$ cat src/rtl/pwm_capture.sv
// pwm_capture: input-capture unit that measures an external PWM waveform.
//   Reports period (rising-to-rising) and high time (rising-to-falling) in
//   prescaled ticks with a one-cycle valid strobe.
// Ports:
//   clk, rst         - system clock, async active-high reset
//   prescaler_cnt    - tick divider (tick = clk/(prescaler_cnt+1)), latched on go rise
//   go               - enable; low forces IDLE
//   pwm_in           - asynchronous pin input
//   period/high_time - last captured values, in ticks (saturating, never wrap)
//   valid            - one-cycle strobe when period/high_time update
//   overflow         - sticky: counter saturated before the next rising edge
//   busy             - state is ARM or MEASURE
module pwm_capture #(
  parameter int PRESCALER_BITS = 8,
  parameter int TIMER_BITS     = 16
) (
  input  logic                      clk,
  input  logic                      rst,
  input  logic [PRESCALER_BITS-1:0] prescaler_cnt,
  input  logic                      go,
  input  logic                      pwm_in,
  output logic [TIMER_BITS-1:0]     period,
  output logic [TIMER_BITS-1:0]     high_time,
  output logic                      valid,
  output logic                      overflow,
  output logic                      busy
);

  typedef enum logic [1:0] {IDLE, ARM, MEASURE} state_t;
  state_t state, state_nx;

  logic s1, s2, s3, go_d;
  logic [PRESCALER_BITS-1:0] prescaler_n, prescaler_l;
  logic [TIMER_BITS-1:0]     count, hi_l;
  logic                      overflow_run;
  logic                      rise, fall, tick, go_rise;
  logic [TIMER_BITS:0]       count_inc;
  logic [TIMER_BITS-1:0]     cap;

  function automatic logic [TIMER_BITS-1:0] sat(input logic [TIMER_BITS:0] v);
    return v[TIMER_BITS] ? '1 : v[TIMER_BITS-1:0];
  endfunction

  assign rise      = s2 & ~s3;
  assign fall      = ~s2 & s3;
  assign tick      = (prescaler_n == prescaler_l);
  assign go_rise   = go & ~go_d;
  // One bit of headroom so the saturation test is a single carry bit.
  assign count_inc = {1'b0, count} + {{TIMER_BITS{1'b0}}, tick};
  assign cap       = sat(count_inc);
  assign busy      = (state != IDLE);

  always_ff @(posedge clk or posedge rst) begin
    if (rst) state <= IDLE;
    else     state <= state_nx;
  end

  always_comb begin
    state_nx = state;
    case (state)
      IDLE:    if (go_rise) state_nx = ARM;
      ARM:     if (rise)    state_nx = MEASURE;
      MEASURE: state_nx = MEASURE;
      default: state_nx = IDLE;
    endcase
    // go low overrides everything, including a coincident rising edge.
    if (!go) state_nx = IDLE;
  end

  always_ff @(posedge clk or posedge rst) begin
    if (rst) begin
      s1           <= 1'b0;
      s2           <= 1'b0;
      s3           <= 1'b0;
      // go history comes out of reset as "high" so a go held through reset
      // does not count as a rising edge; it has to drop and rise again.
      go_d         <= 1'b1;
      prescaler_n  <= '0;
      prescaler_l  <= '0;
      count        <= '0;
      hi_l         <= '0;
      period       <= '0;
      high_time    <= '0;
      valid        <= 1'b0;
      overflow     <= 1'b0;
      overflow_run <= 1'b0;
    end else begin
      s1    <= pwm_in;
      s2    <= s1;
      s3    <= s2;
      go_d  <= go;
      valid <= 1'b0;
      if (!go) begin
        prescaler_n  <= '0;
        overflow     <= 1'b0;
        overflow_run <= 1'b0;
      end else begin
        case (state)
          IDLE: begin
            prescaler_n <= '0;
            if (go_rise) begin
              prescaler_l  <= prescaler_cnt;
              count        <= '0;
              overflow     <= 1'b0;
              overflow_run <= 1'b0;
            end
          end
          ARM: begin
            prescaler_n <= tick ? '0 : prescaler_n + {{(PRESCALER_BITS-1){1'b0}}, 1'b1};
            // First partial period is dropped; measurement starts here.
            if (rise) count <= '0;
          end
          MEASURE: begin
            prescaler_n <= tick ? '0 : prescaler_n + {{(PRESCALER_BITS-1){1'b0}}, 1'b1};
            if (fall) hi_l <= cap;
            if (rise) begin
              count        <= '0;
              overflow_run <= 1'b0;
              // A period that saturated is discarded; overflow stays sticky
              // until a clean period is reported.
              if (!overflow_run) begin
                period    <= cap;
                high_time <= hi_l;
                valid     <= 1'b1;
                overflow  <= 1'b0;
              end
            end else if (tick) begin
              if (count_inc[TIMER_BITS]) begin
                overflow     <= 1'b1;
                overflow_run <= 1'b1;
              end else begin
                count <= count_inc[TIMER_BITS-1:0];
              end
            end
          end
          default: ;
        endcase
      end
    end
  end

endmodule

$ cat config.mk
export PLATFORM = sky130hd
export DESIGN_NAME = pwm_capture
export DESIGN_NICKNAME = d
export VERILOG_FILES = /design/src/rtl/pwm_capture.sv
export SDC_FILE = /design/constraint.sdc
export NUM_CORES = 1
export LEC_CHECK = 0
export BUFFER_PORTS_ARGS = -buffer_cell sky130_fd_sc_hd__buf_2
export CAP_MARGIN = 30
export CORE_UTILIZATION = 52
export DETAILED_ROUTE_END_ITERATION = 8
export PLACE_DENSITY = 0.86
export SYNTH_ARGS = -nofsm -noshare
export SYNTH_HDL_FRONTEND = slang
export SYNTH_SLANG_ARGS = --single-unit
export TNS_END_PERCENT = 5
$ cat constraint.sdc
create_clock -name clk -period 3.3 [get_ports clk]
set_input_delay 0.165 -clock clk [delete_from_list [all_inputs] [get_ports clk]]
set_output_delay 0.165 -clock clk [all_outputs]
set_load 0.01 [all_outputs]
Word-level counts from Yosys, hierarchy flattened
Index checks and enable logic that the tools add are counted.
Widths: inputs -> output; s select.
{"block": "classes", "reduce_logical": 11, "mux": 28, "n_eq_ne": 14, "bitwise": 7, "n_addsub": 2}
{"op": "$mux 16", "count": 6}
{"op": "$pmux 16 s3", "count": 1}
{"op": "$add 16x1->17", "count": 1}
{"op": "$mux 8", "count": 2}
{"op": "$pmux 8 s2", "count": 1}
{"op": "$mux 1", "count": 12}
{"op": "$ne 3x3->1 const B", "count": 4}
{"op": "$ne 4x4->1 const B", "count": 3}
{"op": "$add 8x1->8 const B", "count": 1}
{"op": "$eq 8x8->1", "count": 1}
{"op": "$reduce_and 4->1", "count": 2}
{"op": "$mux 2", "count": 3}
{"op": "$pmux 2 s3", "count": 1}
{"op": "$reduce_and 3->1", "count": 2}
{"op": "$reduce_and 6->1", "count": 1}
{"op": "$reduce_and 5->1", "count": 1}
{"op": "$ne 2x2->1 const B", "count": 2}
{"op": "$not 1->1", "count": 4}
{"op": "$pmux 1 s2", "count": 2}
{"op": "$and 1x1->1", "count": 3}
{"op": "$ne 3x1->1 const B", "count": 1}
{"op": "$ne 3x2->1 const B", "count": 1}
{"op": "$reduce_bool 3->1", "count": 1}
{"op": "$eq 2x1->1 const B", "count": 1}
{"op": "other kinds (5)", "count": 5}
{"block": "totals", "regBits": 89, "elab_cells": 76, "output_inout_bits": 35, "input_bits": 12}

Longest topological paths before layout
Gate-level depths: netlist of run 1.
{"block": "logic_depth", "word_depth": 7, "ltp_mapped": 13}

Least setup slack after synthesis of run 1
No wires, ideal clock.
{"block": "synth_timing", "path_type": "register -> register", "start": "reg prescaler_n[1]", "end": "reg count[14]", "path_slack_ns": 0.125, "arrival_ns": 3.035, "t_required_ns": 3.160, "setup_time_ns": 0.140, "stages_incl_launch_ff": 13, "path_buffers": 2, "cell_sequence": "dfrtp_1 xor2_1 nor4_1 and2_1 buf_2 ha_1 ha_1 nand4_1 or2_2 buf_2 nor3_1 a31o_2 a31oi_1"}
{"block": "synth_between", "elab_chain_len": 6, "word_cells_on_any_way": 9, "classes_between": "1 x add/sub; 3 x eq/ne; 4 x mux; 1 x reduce/logical"}
{"element": "from (decl)", "line_no": "33", "source": "logic [PRESCALER_BITS-1:0] prescaler_n, prescaler_l;"}
{"element": "from (signal assigned)", "line_no": "109", "source": "prescaler_n <= tick ? '0 : prescaler_n + {{(PRESCALER_BITS-1){1'b0}}, 1'b1};"}
{"element": "from (signal assigned)", "line_no": "114", "source": "prescaler_n <= tick ? '0 : prescaler_n + {{(PRESCALER_BITS-1){1'b0}}, 1'b1};"}
{"element": "$eq 8x8->1 *", "line_no": "46", "source": "assign tick = (prescaler_n == prescaler_l);"}
{"element": "$add 16x1->17", "line_no": "49", "source": "assign count_inc = {1'b0, count} + {{TIMER_BITS{1'b0}}, tick};"}
{"element": "$mux 16", "line_no": "128", "source": "if (count_inc[TIMER_BITS]) begin"}
{"element": "$mux 16", "line_no": "127", "source": "end else if (tick) begin"}
{"element": "$mux 16", "line_no": "116", "source": "if (rise) begin"}
{"element": "$pmux 16 s3", "line_no": "98", "source": "case (state)"}
{"element": "to (signal assigned)", "line_no": "132", "source": "count <= count_inc[TIMER_BITS-1:0];"}
{"element": "to (decl)", "line_no": "34", "source": "logic [TIMER_BITS-1:0] count, hi_l;"}
Every way passes the cells marked *; elsewhere a longest branch is shown, timed or not. The select of a mux whose other input is x is not followed.
A chain may end at the register's enable or synchronous reset.

Final worst setup path of run 1
Ends and elaborated chain as after synthesis.

==> flow_summary.ini, run 1 <==
[floorplan]
die_h_um = 91.1
fp.dieW_um = 91.1
io_pins = 47
initial_utilization = 0.537
core_mm2 = 0.00769
die_area_mm2 = 0.00830
rows = 32

[setup_path]
path_max_fanout = 11
endpoint_kind = register
path_depth = 10
critPathSlowestCell = dfrtp_1
start_kind = register
regToRegSetupSlack_ns = 0.24
path_delay_family = simple AND/OR/NAND/NOR gates
arrival_ns = 3.30
cpPeakStageDelay_ns = 0.46
cp.required_ns = 3.54
worstSetupPathType = register to register
crit_path_start = prescaler_n[1]
crit_path_end = count[14]
r2r_cells = 10
path_cells = xor2_1, nor4_1, and2_1, ha_1, ha_1, nand4_1, or2_2, o211a_1, a31oi_1, a31oi_1
critPathBufInv = 0
r2r-start = prescaler_n[1]
worstReg2RegEnd = count[14]

[layout]
stdcell_count = 579
final_layout_size_suffix_gt1_frac = 0.189
nNetsFinal = 491
area_growth_syn_to_layout_pct = 13.2
num_antenna_cells = 0

[grt]
grt_pass1_wl_mm = 14.6
grt_max_degree = 52
track_usage = 0.220
overflow = 0
antenna_found_initial = 0
grt_pass1_vias = 3167

[routing]
via_per_inst = 5.66
finalWirelength_mm = 8.52
routedWlPerCell_um = 14.7
antenna_left = 0
vias = 3276
drcViolationCount = 0
initialDrtViolationCount = 237
drtPass1Iterations = 7

[status]
status = complete, no violations

[clock_network]
cts_root_buf = clkbuf_8
post_cts_buffers = 0
cts_buffers = 9
cts_tree = built
clk_latency_ns = 0.36
cts.sinks = 89
clkSlewWorstSetupHoldPaths_ns = 0.09
clock_path_buffers = 2
htreeDepth = 3

[sta]
setup_violations = 0
period_minus_slack_ns = 3.06
fmax_ghz = 0.326
drv_slew = 0
relSlewSlack = 0.419
final_hold_viol_count = 0
tightest_slew_ns = 0.866
finalSetupTns_ns = 0
finClkSkew_ns = 0.00973
fin_crit_sh = 0.928
rsz0062_at_grt = no

[logic_synthesis]
syn_avg_cell_area_um2 = 9.69
ys_seq_area_frac = 0.540
yosys-top-cells-area = dfrtp_1, nand2_1, o21ai_0, mux2_2, o211ai_1
synth_top_flop_cell = dfrtp_1
synth_most_common_cell = nand2_1
yosysTopAreaCellShare = 0.534
synth_nets = 445
yosys.cell_types.count = 49
yosysTopAreaCell = dfrtp_1
synth_seq_cells = 89
synth_commonest_cells = nand2_1, dfrtp_1, o21ai_0
async_flop_share = 1.00
synth_edf_count = 0
yosysWarnings = 0
syn-cell-area_mm2 = 0.00413
synth_cells = 426

[power_and_ir_drop]
p_clk_frac = 0.336
p_sw_uw = 618
cellLeakagePower_uw = 0.00229
vdd_drop_max_mv = 0.346
power_frac_comb = 0.131
seqPwrFrac = 0.533
internal_power_uw = 1660
p_per_area_mw_per_mm2 = 487
p_sw_frac = 0.272

[placed_design]
port_buffers = 46
globalplace.congestion = 0.874
numPlacedInstances = 560
hpwl_mm = 6.09

[worst_hold_path]
hold_path.class = primary input to register

[run]
maxCapViolCount = 0
==> state kept, by name (all words and copies together) (netlist names) <==
signal        count
s2                1
go_d              1
high_time        16
s1                1
count            16
overflow          1
overflow_run      1
state             2
s3                1
valid             1
prescaler_n       8
hi_l             16
period           16
prescaler_l       8
==> power groups by stage <==
| stage | sequential (uW) | clock [uW] | combinational [uW] |
|---|---|---|---|
| 6_report | 1210 | 765 | 297 |
| 5_1_grt | 1220 | 825 | 334 |
| 4_1_cts | 1210 | 777 | 295 |
| 3_5_place_dp | 1230 | 0 | 291 |
| 3_3_place_gp | 1230 | 0 | 279 |
| 2_1_floorplan | 1220 | 0 | 209 |
==> placed cells by master (no fill, tap or decap), types with 5 or more instances in the layout <==
cell and instances:
a21oi_1 13, a31oi_1 7, and2_1 5, buf_2 46, buf_4 8, clkbuf_8 10
dfrtp_1 88, ha_1 7, inv_1 13, mux2_2 9, nand2_1 97, nand3_1 16
nand4_1 6, nor2_1 21, nor3_1 9, o211ai_1 12, o21ai_0 36, o31ai_1 7
xnor2_1 6, xor2_1 9
==> worst reg2reg max path: stages, from the launching register on <==
cell and delay (ns):
dfrtp_1 0.46, xor2_1 0.19, nor4_1 0.37, and2_1 0.21
ha_1 0.20, ha_1 0.23, nand4_1 0.17, or2_2 0.44
o211a_1 0.40, a31oi_1 0.23, a31oi_1 0.05
==> metrics by stage <==
step	setup WS [ns]	util	total power [uW]	cell area (um2)	hold slack, ns
after floorplan	0.125	-	1430	4130	0.169
after global placement	0.393	0.576	1510	4430	0.276
after detailed placement	0.295	0.576	1530	4430	0.275
after CTS	0.256	0.607	2280	4670	0.0202
after global routing	0.0133	0.608	2380	4670	0.0225
final	0.237	0.608	2270	4670	0.0252
==> routing by layer <==
| metal | GRT usage | vias up | wire length (um) |
|---|---|---|---|
| li1 | - | 1571 | - |
| met1 | 0.290 | 1571 | 3770 |
| met2 | 0.357 | 111 | 4190 |
| met3 | 0.0528 | 23 | 394 |
| met4 | 0.0728 | 0 | 157 |
| met5 | 0 | - | 0 |
==> how the worst min path moves through the flow <==
stage / cells after the start / endpoint / from / slack [ns]
floorplan: 0 / go_d / go / 0.17
global placement: 1 / s1 / pwm_in / 0.28
detailed placement: 1 / s1 / pwm_in / 0.27
CTS: 2 / prescaler_l[5] / prescaler_cnt[5] / 0.02
global route: 2 / prescaler_l[5] / prescaler_cnt[5] / 0.02
finish: 2 / prescaler_l[5] / prescaler_cnt[5] / 0.03
==> cell families after synthesis <==
family	count (synthesis)	synth area share
AO/OA/AOI/OAI	92	0.143
XOR/XNOR	15	0.0318
adder cells (fa/ha/maj)	7	0.0212
flip-flops	89	0.540
multiplexers	12	0.0318
buffers and inverters	37	0.0412
AND/OR/NAND/NOR	174	0.190
==> area by class of cell <==
type                       instances  area, um2
timing repair buffer              57        320
sequential                        89       2230
multi-input combinational        300       1730
inverter                          15       57.6
clock buffer                      11        141
tap                              102        128
fill                             651       3020
clock inverter                     5       62.6
==> repair_timing <==
| action | CTS | global route |
|---|---|---|
| hold buffers | 3 | 0 |
| gates resized for setup | 0 | 1 |
| endpoints found under the hold margin | 50 | 0 |
| setup endpoints to repair | 0 | 13 |
Note: power is estimated with default switching activity, not from simulation.
==> run 2: changes to the inputs <==
BUFFER_PORTS_ARGS = -buffer_cell sky130_fd_sc_hd__buf_4   (was -buffer_cell sky130_fd_sc_hd__buf_2)
==> flow_summary.ini, run 2 (same netlist as run 1, synthesis figures left out) <==
[sta]
drv_slew = 0
tightest_slew_ns = 0.860
fmax_ghz = 0.331
finalSetupTns_ns = 0
hold_ws_ns = 0.0419
fin_crit_sh = 0.915
rsz0062_at_grt = no
fin_ws_ns = 0.282
final_hold_viol_count = 0
period_minus_slack_ns = 3.02
setup_violations = 0
finClkSkew_ns = 0.0155
relSlewSlack = 0.422

[placed_design]
port_buffers = 46
globalplace.congestion = 0.918
hpwl_mm = 6.18
dp_worst_setup_slack_ns = 0.314

[clock_network]
cts_hold_buf = 3
cts_tree = built
cts.sinks = 89
cts_root_buf = clkbuf_8
cts_resized = 0
clock_path_buffers = 2
htreeDepth = 3
clkSlewWorstSetupHoldPaths_ns = 0.09
cts_buffers = 9
clk_latency_ns = 0.36
post_cts_buffers = 0

[grt]
overflow = 0
grt_max_degree = 49
grt_pass1_vias = 3212
grt_pass1_wl_mm = 14.8
antenna_found_initial = 0
track_usage = 0.226

[routing]
drtPass1Iterations = 5
initialDrtViolationCount = 238
via_per_inst = 5.62
vias = 3260
routedWlPerCell_um = 14.9
finalWirelength_mm = 8.65
drcViolationCount = 0
antenna_left = 0

[setup_path]
cp.required_ns = 3.53
path_max_fanout = 11
start_kind = register
critPathBufInv = 0
critPathSlowestCell = dfrtp_1
cpPeakStageDelay_ns = 0.45
endpoint_kind = register
worstSetupPathType = register to register
path_cells = xor2_1, nor4_1, and2_1, ha_1, ha_1, nand4_1, or2_2, o21a_1, nor3_1, o21ai_0
cp_common_cell = ha_1
path_delay_family = simple AND/OR/NAND/NOR gates
arrival_ns = 3.25

[floorplan]
initial_utilization = 0.537
rows = 32
io_pins = 47
fp.dieW_um = 91.1
die_area_mm2 = 0.00830
core_mm2 = 0.00769
die_h_um = 91.1

[status]
status = complete, no violations

[power_and_ir_drop]
vdd_drop_max_mv = 0.323
cellLeakagePower_uw = 0.00230
internal_power_uw = 1650
seqPwrFrac = 0.533
p_total_uw = 2270
p_per_area_mw_per_mm2 = 475
p_sw_uw = 622
power_frac_comb = 0.136
p_sw_frac = 0.274
p_clk_frac = 0.330

[run]
maxCapViolCount = 0

[worst_hold_path]
hold_path.class = primary input to register

[layout]
final_core_util = 0.623
final_layout_size_suffix_gt1_frac = 0.190
nNetsFinal = 492
layout_common_cells = nand2_1, dfrtp_1, buf_4
area_growth_syn_to_layout_pct = 16.0
num_antenna_cells = 0
final_common_cell = nand2_1
[run 2: worst paths after layout]
path / start / endpoint / slack, ns / depth (start not counted)
setup / recovery: prescaler_n[1] / hi_l[12] / 0.28 / 10
hold / removal: prescaler_cnt[7] / prescaler_l[7] / 0.04 / 2
setup reg to reg: prescaler_n[1] / hi_l[12] / 0.28 / 10
hold reg to reg: s1 / s2 / 0.36 / 0
max in group asynchronous: rst / go_d / 2.03 / 4
min in group asynchronous: rst / valid / 0.41 / 3
[run 2: cell type report]
class | count | area (um2)
clock buffer | 9 | 124
clock inverter | 7 | 77.6
fill | 657 | 2900
inverter | 15 | 57.6
multi-input combinational | 300 | 1730
sequential | 89 | 2230
tap | 102 | 128
timing repair buffer | 58 | 443
[run 2: power by group through the flow]
stage	Sequential, uW	Combinational, uW	Clock [uW]
after floorplan	1220	209	0
after global placement	1230	294	0
after detailed placement	1230	309	0
after CTS	1210	314	765
after global routing	1220	345	807
final	1210	310	750
[run 2: stage by stage]
stage / cell area [um2] / std cells
global placement: 4550 / 561
finish: 4790 / 580
detailed placement: 4550 / 561
CTS: 4790 / 580
global route: 4790 / 580
floorplan: 4130 / 426
[run 2: metal layers]
| metal | track usage | part of all wire |
|---|---|---|
| met5 | 0 | 0 |
| met4 | 0.0847 | 0.019 |
| met1 | 0.287 | 0.43 |
| met3 | 0.0419 | 0.045 |
| met2 | 0.386 | 0.50 |
==> run 3: changes to the inputs <==
RECOVER_POWER = 50   (was unset)
==> flow_summary.ini, run 3 (same netlist as run 1, synthesis figures left out) <==
[power_and_ir_drop]
vdd_drop_max_mv = 0.322
cellLeakagePower_uw = 0.00215
p_per_area_mw_per_mm2 = 487

[placed_design]
globalplace.congestion = 0.918
numPlacedInstances = 561
hpwl_mm = 6.18
port_buffers = 46

[setup_path]
endpoint_kind = register
arrival_ns = 3.29
path_delay_family = simple AND/OR/NAND/NOR gates
path_cells = xor2_1, nor4_1, and2_1, ha_1, ha_1, nand4_1, or2_2, o2111ai_2, buf_4, o211ai_1, o31ai_1
critPathBufInv = 1
critPathSlowestCell = dfrtp_1
cpPeakStageDelay_ns = 0.45
cp_common_cell = ha_1
cp.required_ns = 3.57
start_kind = register
path_max_fanout = 11
worstSetupPathType = register to register

[layout]
final_core_util = 0.605
num_antenna_cells = 0
multi_input_area_mm2 = 0.00173
stdcell_count = 580
area_growth_syn_to_layout_pct = 12.6
final_common_cell = nand2_1
layout_common_cells = nand2_1, dfrtp_1, o21ai_0, clkbuf_1, nor2_1
final_layout_size_suffix_gt1_frac = 0.115
seq_area_mm2 = 0.00223
fillerInstances = 681
nNetsFinal = 492

[sta]
final_hold_viol_count = 0
finalSetupTns_ns = 0
finClkSkew_ns = 0.0147
fin_crit_sh = 0.915
setup_violations = 0
rsz0062_at_grt = no
relSlewSlack = -0.0269
tightest_slew_ns = 1.53
fmax_ghz = 0.331
hold_ws_ns = 0.0396
period_minus_slack_ns = 3.02
drv_slew = 38

[clock_network]
htreeDepth = 3
cts_tree = built
cts_root_buf = clkbuf_8
clock_path_buffers = 2
cts_buffers = 9
cts.sinks = 89
clk_latency_ns = 0.36
clkSlewWorstSetupHoldPaths_ns = 0.09
post_cts_buffers = 0

[routing]
drtPass1Iterations = 5
finalWirelength_mm = 8.76
via_per_inst = 5.64
routedWlPerCell_um = 15.1
wl_met1_mm = 3.88
initialDrtViolationCount = 251
routed-wl-met3_um = 360
drcViolationCount = 0
highest_layer = met4
antenna_left = 0
vias = 3272
wl_met2_mm = 4.36

[grt]
grt_pass1_wl_mm = 14.8
grt_pass1_vias = 3212
antenna_found_initial = 0
overflow = 0
track_usage = 0.226
grt_max_degree = 49

[run]
maxCapViolCount = 1

[status]
violations = capacitance limit, slew limit
status = finished, violations left

[floorplan]
rows = 32
initial_utilization = 0.537
fp.dieW_um = 91.1
die_h_um = 91.1
die_area_mm2 = 0.00830
core_mm2 = 0.00769
io_pins = 47

[worst_hold_path]
hold_path.class = primary input to register
[run 3: changes by cell type in the layout (fill, tap and decap cells not counted)]
cell / change
buf_4: -39
clkbuf_1: +36
clkbuf_4: +2
clkbuf_2: +1
clkinv_2: -1
clkinvlp_2: +1
[run 3: through the flow]
stage | total power (uW) | area, um2 | setup slack [ns]
2_1_floorplan | 1430 | 4130 | 0.125
6_report | 2260 | 4650 | 0.281
3_5_place_dp | 1540 | 4550 | 0.314
3_3_place_gp | 1520 | 4550 | 0.415
4_1_cts | 2290 | 4790 | 0.297
5_1_grt | 2360 | 4650 | 0.0254
[run 3: per-layer routing]
metal / vias to the layer above / GRT usage
met5: - / 0
met4: 0 / 0.0847
met3: 14 / 0.0419
met2: 100 / 0.386
met1: 1593 / 0.287
li1: 1565 / -
[run 3: final cells by class]
cell class,instances,share of cell area
clock buffers,9,0.0266
flip-flops and latches,89,0.479
inverters,15,0.0124
multi-input cells,300,0.372
well taps,102,0.0275
repair buffers,58,0.0657
clock inverters,7,0.0167
[run 3: worst paths after layout]
check / startpoint / endpoint / slack [ns] / cells after the start
worst min register to register: s1 / s2 / 0.36 / 0
worst max register to register: prescaler_n[1] / count[6] / 0.28 / 11
worst min-delay path: prescaler_cnt[7] / prescaler_l[7] / 0.04 / 2
worst max-delay path: prescaler_n[1] / count[6] / 0.28 / 11
min in group asynchronous: rst / valid / 0.71 / 3
max in group asynchronous: rst / period[14] / 0.89 / 4
[run 3: power by group]
part | internal [uW] | switching, uW | total [uW]
clock | 356 | 397 | 753
combinational | 124 | 174 | 298
sequential | 1160 | 53.8 | 1210
[run 3: timing repair]
item	CTS	global route
resized for setup	0	0
hold buffers	3	0
endpoints found under the setup margin	0	0
hold endpoints to repair	37	0
